[src/rtl/filter_chain_sequencer.sv]
// Per-sample sequencer for cascaded filter stages: runs the enabled stages in order over trig/end handshakes.
// Optional FCS_ERR_CNT_EN adds saturating timeout/overrun event counters.
module filter_chain_sequencer #(
   parameter int W           = 24,
   parameter int N_STAGES    = 3,
   parameter int TIMEOUT_CYC = 4096,
   parameter int CNT_W       = 8
) (
   input  logic                  clk,
   input  logic                  reset,
   input  logic                  sample_valid,
   input  logic [W-1:0]          sample_in,
   input  logic [N_STAGES-1:0]   enable,
   input  logic                  err_clr,
   output logic [W-1:0]          stg_din,
   output logic [N_STAGES-1:0]   stg_trig,
   input  logic [N_STAGES*W-1:0] stg_dout,
   input  logic [N_STAGES-1:0]   stg_end,
   output logic [W-1:0]          out_data,
   output logic                  out_valid,
   output logic                  busy,
   output logic                  err_timeout,
   output logic                  err_overrun
`ifdef FCS_ERR_CNT_EN
   ,
   output logic [CNT_W-1:0]      timeout_cnt,
   output logic [CNT_W-1:0]      overrun_cnt
`endif
);

   localparam int IDX_W = $clog2(N_STAGES + 1);

   typedef enum logic [2:0] {IDLE, SCAN, TRIG, WAIT, OUT} state_t;

   state_t              state;
   logic [IDX_W-1:0]    idx;
   logic [N_STAGES-1:0] en_snap;
   logic [W-1:0]        acc;
   logic [15:0]         timer;

   logic                cur_en;
   logic                cur_end;
   logic [W-1:0]        cur_dout;
   logic [N_STAGES-1:0] cur_hot;
   logic                overrun_ev;
   logic                timeout_ev;

   // Select the current stage's enable, end pulse and result by comparison so idx==N_STAGES never indexes out of range.
   always_comb begin
      cur_en   = 1'b0;
      cur_end  = 1'b0;
      cur_dout = '0;
      cur_hot  = '0;
      for (int i = 0; i < N_STAGES; i++) begin
         if (idx == IDX_W'(i)) begin
            cur_en     = en_snap[i];
            cur_end    = stg_end[i];
            cur_dout   = stg_dout[i*W +: W];
            cur_hot[i] = 1'b1;
         end
      end
   end

   assign overrun_ev = sample_valid && (state == SCAN || state == TRIG || state == WAIT);
   assign timeout_ev = (state == WAIT) && !cur_end && (timer == 16'(TIMEOUT_CYC - 1));
   assign stg_din    = acc;

   always_ff @(posedge clk) begin
      if (reset) begin
         state     <= IDLE;
         idx       <= '0;
         en_snap   <= '0;
         acc       <= '0;
         timer     <= '0;
         stg_trig  <= '0;
         out_data  <= '0;
         out_valid <= 1'b0;
         busy      <= 1'b0;
      end else begin
         stg_trig  <= '0;
         out_valid <= 1'b0;
         case (state)
            IDLE, OUT: begin
               if (sample_valid) begin
                  acc     <= sample_in;
                  en_snap <= enable;
                  idx     <= '0;
                  busy    <= 1'b1;
                  state   <= SCAN;
               end else begin
                  state   <= IDLE;
               end
            end
            SCAN: begin
               if (idx == IDX_W'(N_STAGES)) begin
                  out_valid <= 1'b1;
                  out_data  <= acc;
                  busy      <= 1'b0;
                  state     <= OUT;
               end else if (!cur_en) begin
                  idx       <= idx + 1'b1;
               end else begin
                  stg_trig  <= cur_hot;
                  state     <= TRIG;
               end
            end
            TRIG: begin
               timer <= '0;
               state <= WAIT;
            end
            WAIT: begin
               // A timed-out stage leaves acc untouched, i.e. it behaves as bypassed.
               if (cur_end) begin
                  acc   <= cur_dout;
                  idx   <= idx + 1'b1;
                  state <= SCAN;
               end else if (timeout_ev) begin
                  idx   <= idx + 1'b1;
                  state <= SCAN;
               end else begin
                  timer <= timer + 16'd1;
               end
            end
            default: state <= IDLE;
         endcase
      end
   end

   // Sticky flags: a new event in the same cycle as err_clr wins.
   always_ff @(posedge clk) begin
      if (reset) begin
         err_timeout <= 1'b0;
         err_overrun <= 1'b0;
      end else begin
         if (timeout_ev)      err_timeout <= 1'b1;
         else if (err_clr)    err_timeout <= 1'b0;
         if (overrun_ev)      err_overrun <= 1'b1;
         else if (err_clr)    err_overrun <= 1'b0;
      end
   end

`ifdef FCS_ERR_CNT_EN
   always_ff @(posedge clk) begin
      if (reset) begin
         timeout_cnt <= '0;
         overrun_cnt <= '0;
      end else begin
         if (err_clr)                             timeout_cnt <= timeout_ev ? CNT_W'(1) : '0;
         else if (timeout_ev && timeout_cnt != '1) timeout_cnt <= timeout_cnt + 1'b1;
         if (err_clr)                             overrun_cnt <= overrun_ev ? CNT_W'(1) : '0;
         else if (overrun_ev && overrun_cnt != '1) overrun_cnt <= overrun_cnt + 1'b1;
      end
   end
`endif

endmodule

[config.mk]
export PLATFORM = sky130hd
export DESIGN_NAME = filter_chain_sequencer
export DESIGN_NICKNAME = d
export VERILOG_FILES = /design/src/rtl/filter_chain_sequencer.sv
export SDC_FILE = /design/constraint.sdc
export NUM_CORES = 1
export LEC_CHECK = 0
export ABC_AREA = 1
export CAP_MARGIN = 40
export CORE_MARGIN = 2
export CORE_UTILIZATION = 40
export CTS_CLUSTER_SIZE = 28
export DETAILED_ROUTE_END_ITERATION = 8
export PLACE_DENSITY = 0.77
export SETUP_SLACK_MARGIN = 0.15
export SLEW_MARGIN = 10
export SYNTH_ARGS = -nofsm -noshare
export SYNTH_HDL_FRONTEND = slang
export SYNTH_SLANG_ARGS = --single-unit
[constraint.sdc]
create_clock -name clk -period 1.7 [get_ports clk]
set_input_delay 0.255 -clock clk [delete_from_list [all_inputs] [get_ports clk]]
set_output_delay 0.255 -clock clk [all_outputs]
set_load 0.01 [all_outputs]
Word-level counts from Yosys, hierarchy flattened
Cells that the tools add are included.
W data, S select, Z words.
{"block": "word_totals", "rom_bits": 0, "reg_bits": 79, "latch_bits": 0, "n_memories": 0, "ram_bits": 0, "out_inout_bits": 55, "input_bits": 106, "word_cells": 93}
{"block": "classes", "n_reduce_logical": 24, "mul": 0, "n_lt_le_gt_ge": 0, "mux": 37, "eq_ne": 17, "bitwise_logic": 2, "n_shift": 0, "n_addsub": 2, "n_div": 0}
{"cell": "$mux W24", "count": 5}
{"cell": "$pmux W24 S2", "count": 1}
{"cell": "$mux W16", "count": 2}
{"cell": "$pmux W16 S2", "count": 1}
{"cell": "$add A16 B1 Y16 const B", "count": 1}
{"cell": "$eq A16 B12 Y1 const B", "count": 1}
{"cell": "$mux W1", "count": 16}
{"cell": "$mux W3", "count": 4}
{"cell": "$ne A2 B2 Y1 const B", "count": 6}
{"cell": "$pmux W3 S4", "count": 1}
{"cell": "$mux W2", "count": 5}
{"cell": "$reduce_bool A2 Y1", "count": 5}
{"cell": "$reduce_and A3 Y1", "count": 3}
{"cell": "$eq A3 B2 Y1 const B", "count": 2}
{"cell": "$pmux W2 S3", "count": 1}
{"cell": "$reduce_and A2 Y1", "count": 3}
{"cell": "$reduce_and A5 Y1", "count": 1}
{"cell": "$eq A2 B2 Y1 const B", "count": 2}
{"cell": "$reduce_or A2 Y1", "count": 2}
{"cell": "$reduce_or A4 Y1", "count": 1}
{"cell": "$eq A3 B1 Y1 const B", "count": 1}
{"cell": "$eq A3 B3 Y1 const B", "count": 1}
{"cell": "$logic_and A1 B1 Y1", "count": 3}
{"cell": "$logic_not A3 Y1", "count": 1}
{"cell": "other kinds (11)", "count": 13}

Longest topological paths before layout
{"block": "logic_depth", "ltp_word": 10, "ltp_mapped": 13, "depth_no_buf": 12}

Least setup slack after synthesis
OpenSTA, ideal clock, no wires.
{"block": "synth_path", "kind": "flip-flop to flip-flop", "startpoint": "register idx[0]", "endpoint": "register acc[7] (netlist: stg_din[7])", "stages_incl_launch_ff": 12, "arrival_ns": 1.607, "period_less_slack_ns": 1.730, "t_required_ns": 1.577, "n_path_buf": 3, "setup_slack_ns": -0.030, "setup_ns": 0.123, "path_cell_list": "dfxtp_1 > inv_1 > ha_1 > buf_4 > a21oi_1 > nand2_2 > nand3_2 > nand2_1 > buf_4 > buf_4 > o21ai_0 > a21oi_1"}
{"block": "synth_via", "elab_chain_len": 6, "word_cells_on_any_way": 13, "cone_classes": "eq/ne (3); mux (8); reduce/logical (2)"}
{"element": "start, declared", "line": "36", "rtl": "logic [IDX_W-1:0] idx;"}
{"element": "start signal, assigned", "line": "101", "rtl": "idx <= idx + 1'b1;"}
{"element": "start signal, assigned", "line": "115", "rtl": "idx <= idx + 1'b1;"}
{"element": "start signal, assigned", "line": "118", "rtl": "idx <= idx + 1'b1;"}
{"element": "$logic_not A2 Y1", "line": "55", "rtl": "if (idx == IDX_W'(i)) begin"}
{"element": "$mux W24 or $mux W1 (tied branches) (3 in series)", "line": "55"}
{"element": "$mux W24 or $ne A2 B2 Y1 (tied branches)"}
{"element": "$pmux W24 S2 or $reduce_and A3 Y1 (tied branches)"}
{"element": "end signal, assigned", "line": "85", "rtl": "acc <= sample_in;"}
{"element": "end signal, assigned", "line": "114", "rtl": "acc <= cur_dout;"}
{"element": "end, declared", "line": "38", "rtl": "logic [W-1:0] acc;"}
Several ways; a longest one is shown, not always the timed one. The select of a mux whose other input is x is not followed.
A chain may end at the register's enable or synchronous reset.

Worst setup path after layout
{"block": "layout_path", "startpoint": "register idx[0]", "endpoint": "register acc[12] (netlist: stg_din[12])"}
Same word-level chain as after synthesis.

==> flow_metrics.env <==
export IMPL_dieHeight_um=106.2
export IMPL_yosysUniqueCellTypes=33
export IMPL_ys_seq_area_share_pct=37.82
export IMPL_slew_headroom_pct=70.03
export IMPL_critical_path_arrival_ns=2.00
export IMPL_synth_seq_cells=79
export IMPL_final_util_pct=69.00
export IMPL_holdPathStages=3
export IMPL_grt_max_degree=36
export IMPL_switching_power_w=0.003185
export IMPL_gp_congestion=0.9055
export IMPL_cts_max_level=3
export IMPL_grt_overflow=0
export IMPL_placed_area_mm2=0.006087
export IMPL_rows=37
export IMPL_cts_sinks=79
export IMPL_clockBufferDepth=2
export IMPL_path_max_fanout=7
export IMPL_nNetsFinal=929
export IMPL_netlist_area_mm2=0.004182
export IMPL_hold_violations=0
export IMPL_startpoint_type="flop"
export IMPL_synthToLayoutAreaGrowth_pct=68.82
export IMPL_critPathKind="reg -> reg"
export IMPL_synth_area_leaders="dfxtp_1, nand2_1, nor2_1, o21ai_0, a21oi_1"
export IMPL_power_leakage_nw=2.993
export IMPL_io_pin_count=161
export IMPL_vias_per_cell=5.381
export IMPL_drt_wl_total_um=15950
export IMPL_peakVddDrop_mv=0.6142
export IMPL_synth_nets=747
export IMPL_drtPass1Iterations=5
export IMPL_clk_latency_ns=0.36
export IMPL_r2r_setup_slack_ns=-0.004
export IMPL_regToRegStartpoint="idx[0]"
export IMPL_grt_usage_pct=25.07
export IMPL_cts_tree="done"
export IMPL_cts_hold_buf=0
export IMPL_comb_power_share_pct=51.1
export IMPL_period_share_pct=100.2
export IMPL_drtAntennaViolNets=0
export IMPL_drc=0
export IMPL_violations="setup timing"
export IMPL_nFillCells=822
export IMPL_worst_r2r_cell_count=10
export IMPL_vias=5160
export IMPL_r2r_end="stg_din[12]"
export IMPL_rsz0062_at_grt="yes"
export IMPL_drv_cap=0
export IMPL_p_per_area_mw_per_mm2=1124
export IMPL_p_int_w=0.004751
export IMPL_io_buffer_count=160
export IMPL_first_global_vias=4575
export IMPL_critPathRequiredTime_ns=1.99
export IMPL_skew_ns=0.009763
export IMPL_finalCriticalPeriod_ns=1.704
export IMPL_worstHoldStart="sample_in[11]"
export IMPL_drive_gt1_share_pct=21.63
export IMPL_final_common_cell="nand2_1"
export IMPL_syn_avg_cell_area_um2=6.575
export IMPL_first_iter_violations=370
export IMPL_synth_top_area_share_pct=37.82
export IMPL_setup_viol=1
export IMPL_root_buffer="clkbuf_8"
export IMPL_grt_pass1_wl_um=22650
export IMPL_hold_end="stg_din[11]"
export IMPL_switching_share_pct=40.13
export IMPL_clkTransAtPathRegs_ns=0.09
export IMPL_antenna_found_initial=0
export IMPL_tightest_slew_ns=0.4479
export IMPL_antenna_cells=0
export IMPL_die_w_um=106.2
export IMPL_min_path_type="in -> reg"
export IMPL_synth_warnings=0
export IMPL_p_clk_share_pct=18.4
export IMPL_layout_common_cells="nand2_1, clkdlybuf4s50_1, nor2_1, dfxtp_1, o21ai_0"
export IMPL_syn_inst=636
export IMPL_routedWlPerCell_um=16.63
export IMPL_fin_area_mm2=0.007059
export IMPL_worst_slack_ns=-0.003549
export IMPL_p_seq_share_pct=30.4
export IMPL_dieArea_mm2=0.01129
export IMPL_fin_tns_setup_ns=-0.003549
export IMPL_numCtsBuffers=9
export IMPL_max_freq_mhz=587.0
export IMPL_cp_end_kind="flop"
export IMPL_initial_utilization_pct=40.87
export IMPL_dp_hpwl_um=10300
export IMPL_core_region_area_mm2=0.01023
export IMPL_status="finished with violations"
export IMPL_drv_slew=0
export IMPL_yosys_area_top_type="dfxtp_1"
==> power by group through the flow <==
stage                     clock network, W  logic, W  registers [W]
after global placement                   0   0.00291        0.00236
final                              0.00146   0.00406        0.00241
after global routing               0.00155   0.00434        0.00245
after CTS                          0.00148   0.00332        0.00235
after floorplan                          0   0.00161        0.00243
after detailed placement                 0   0.00298        0.00237
==> flip-flops by register name, summed over array words and instances (netlist names) <==
| name | flops |
|---|---|
| idx | 2 |
| err_overrun | 1 |
| en_snap | 3 |
| state | 3 |
| stg_trig | 3 |
| out_valid | 1 |
| out_data | 24 |
| timer | 16 |
| stg_din | 24 |
| err_timeout | 1 |
| busy | 1 |
==> synth_stat cells (all sizes together) <==
library cell	number
a21oi	71
a22oi	3
a31oi	10
buf	19
clkbuf	16
dfxtp	79
ha	5
inv	34
nand2	169
nand3	23
nand4	8
nor2	111
nor3	2
nor3b	1
o21ai	77
o21bai	3
or2	3
xnor2	1
xor2	1
==> worst max path at each step <==
stage / end / cells past startpoint / slack [ns] / from
6_report: stg_din[12] / 10 / -0.004 / idx[0]
5_1_grt: timer[3] / 9 / -0.06 / idx[1]
4_1_cts: timer[10] / 9 / 0.08 / idx[0]
3_5_place_dp: timer[10] / 8 / -0.04 / stg_end[1]
3_3_place_gp: timer[12] / 8 / 0.04 / stg_end[1]
2_1_floorplan: timer[13] / 11 / 0.08 / idx[1]
==> final cells by class <==
class	instances	area, um2	share of cell area, %
Timing Repair Buffer	204	2192	31.05
Clock inverter	6	68.82	0.9748
Clock buffer	10	137.6	1.950
Sequential cell	79	1597	22.62
Tap cell	136	170.2	2.410
Inverter	34	157.7	2.233
Multi-Input combinational cell	490	2736	38.76
==> stage by stage <==
step	hold slack (ns)	cells	power (W)	setup WS (ns)
final	0.4592	959	0.007936	-0.003549
after global routing	0.4697	959	0.008341	-0.06079
after CTS	0.4548	947	0.007147	0.07714
after detailed placement	0.4560	922	0.005347	-0.03514
after global placement	0.4580	922	0.005273	0.03870
after floorplan	0.3899	636	0.004045	0.07744
==> worst max-delay path: stages (launching register included) <==
cell and delay, ns:
dfxtp_4 0.38, inv_6 0.07, ha_4 0.16, inv_4 0.04, or2_4 0.27, nand3_4 0.15, nand2_8 0.12, inv_8 0.09
clkbuf_16 0.15, nand2_2 0.05, a21oi_1 0.14
==> cell families after synthesis <==
logic type,share of synthesized area [%]
simple gates,32.17
compound gates,20.92
flops,37.82
buf+inv,7.182
fa+ha+maj,1.496
xor+xnor,0.4190
==> timing repair <==
action,4_1_cts,5_1_grt
cloned,2,6
hold endpoints to repair,0,0
buffers inserted,7,6
gates resized for setup,53,110
setup endpoints to repair,55,77
pin swaps,10,41
==> per-layer routing <==
metal | vias to the layer above | track usage [%] | wire length, um
met1 | 2450 | 30.33 | 6493
met3 | 41 | 3.495 | 961
met2 | 213 | 45.65 | 8060
li1 | 2456 | - | -
met4 | 0 | 7.895 | 431
met5 | - | 0 | 0
(Power assumes the default switching activity.)
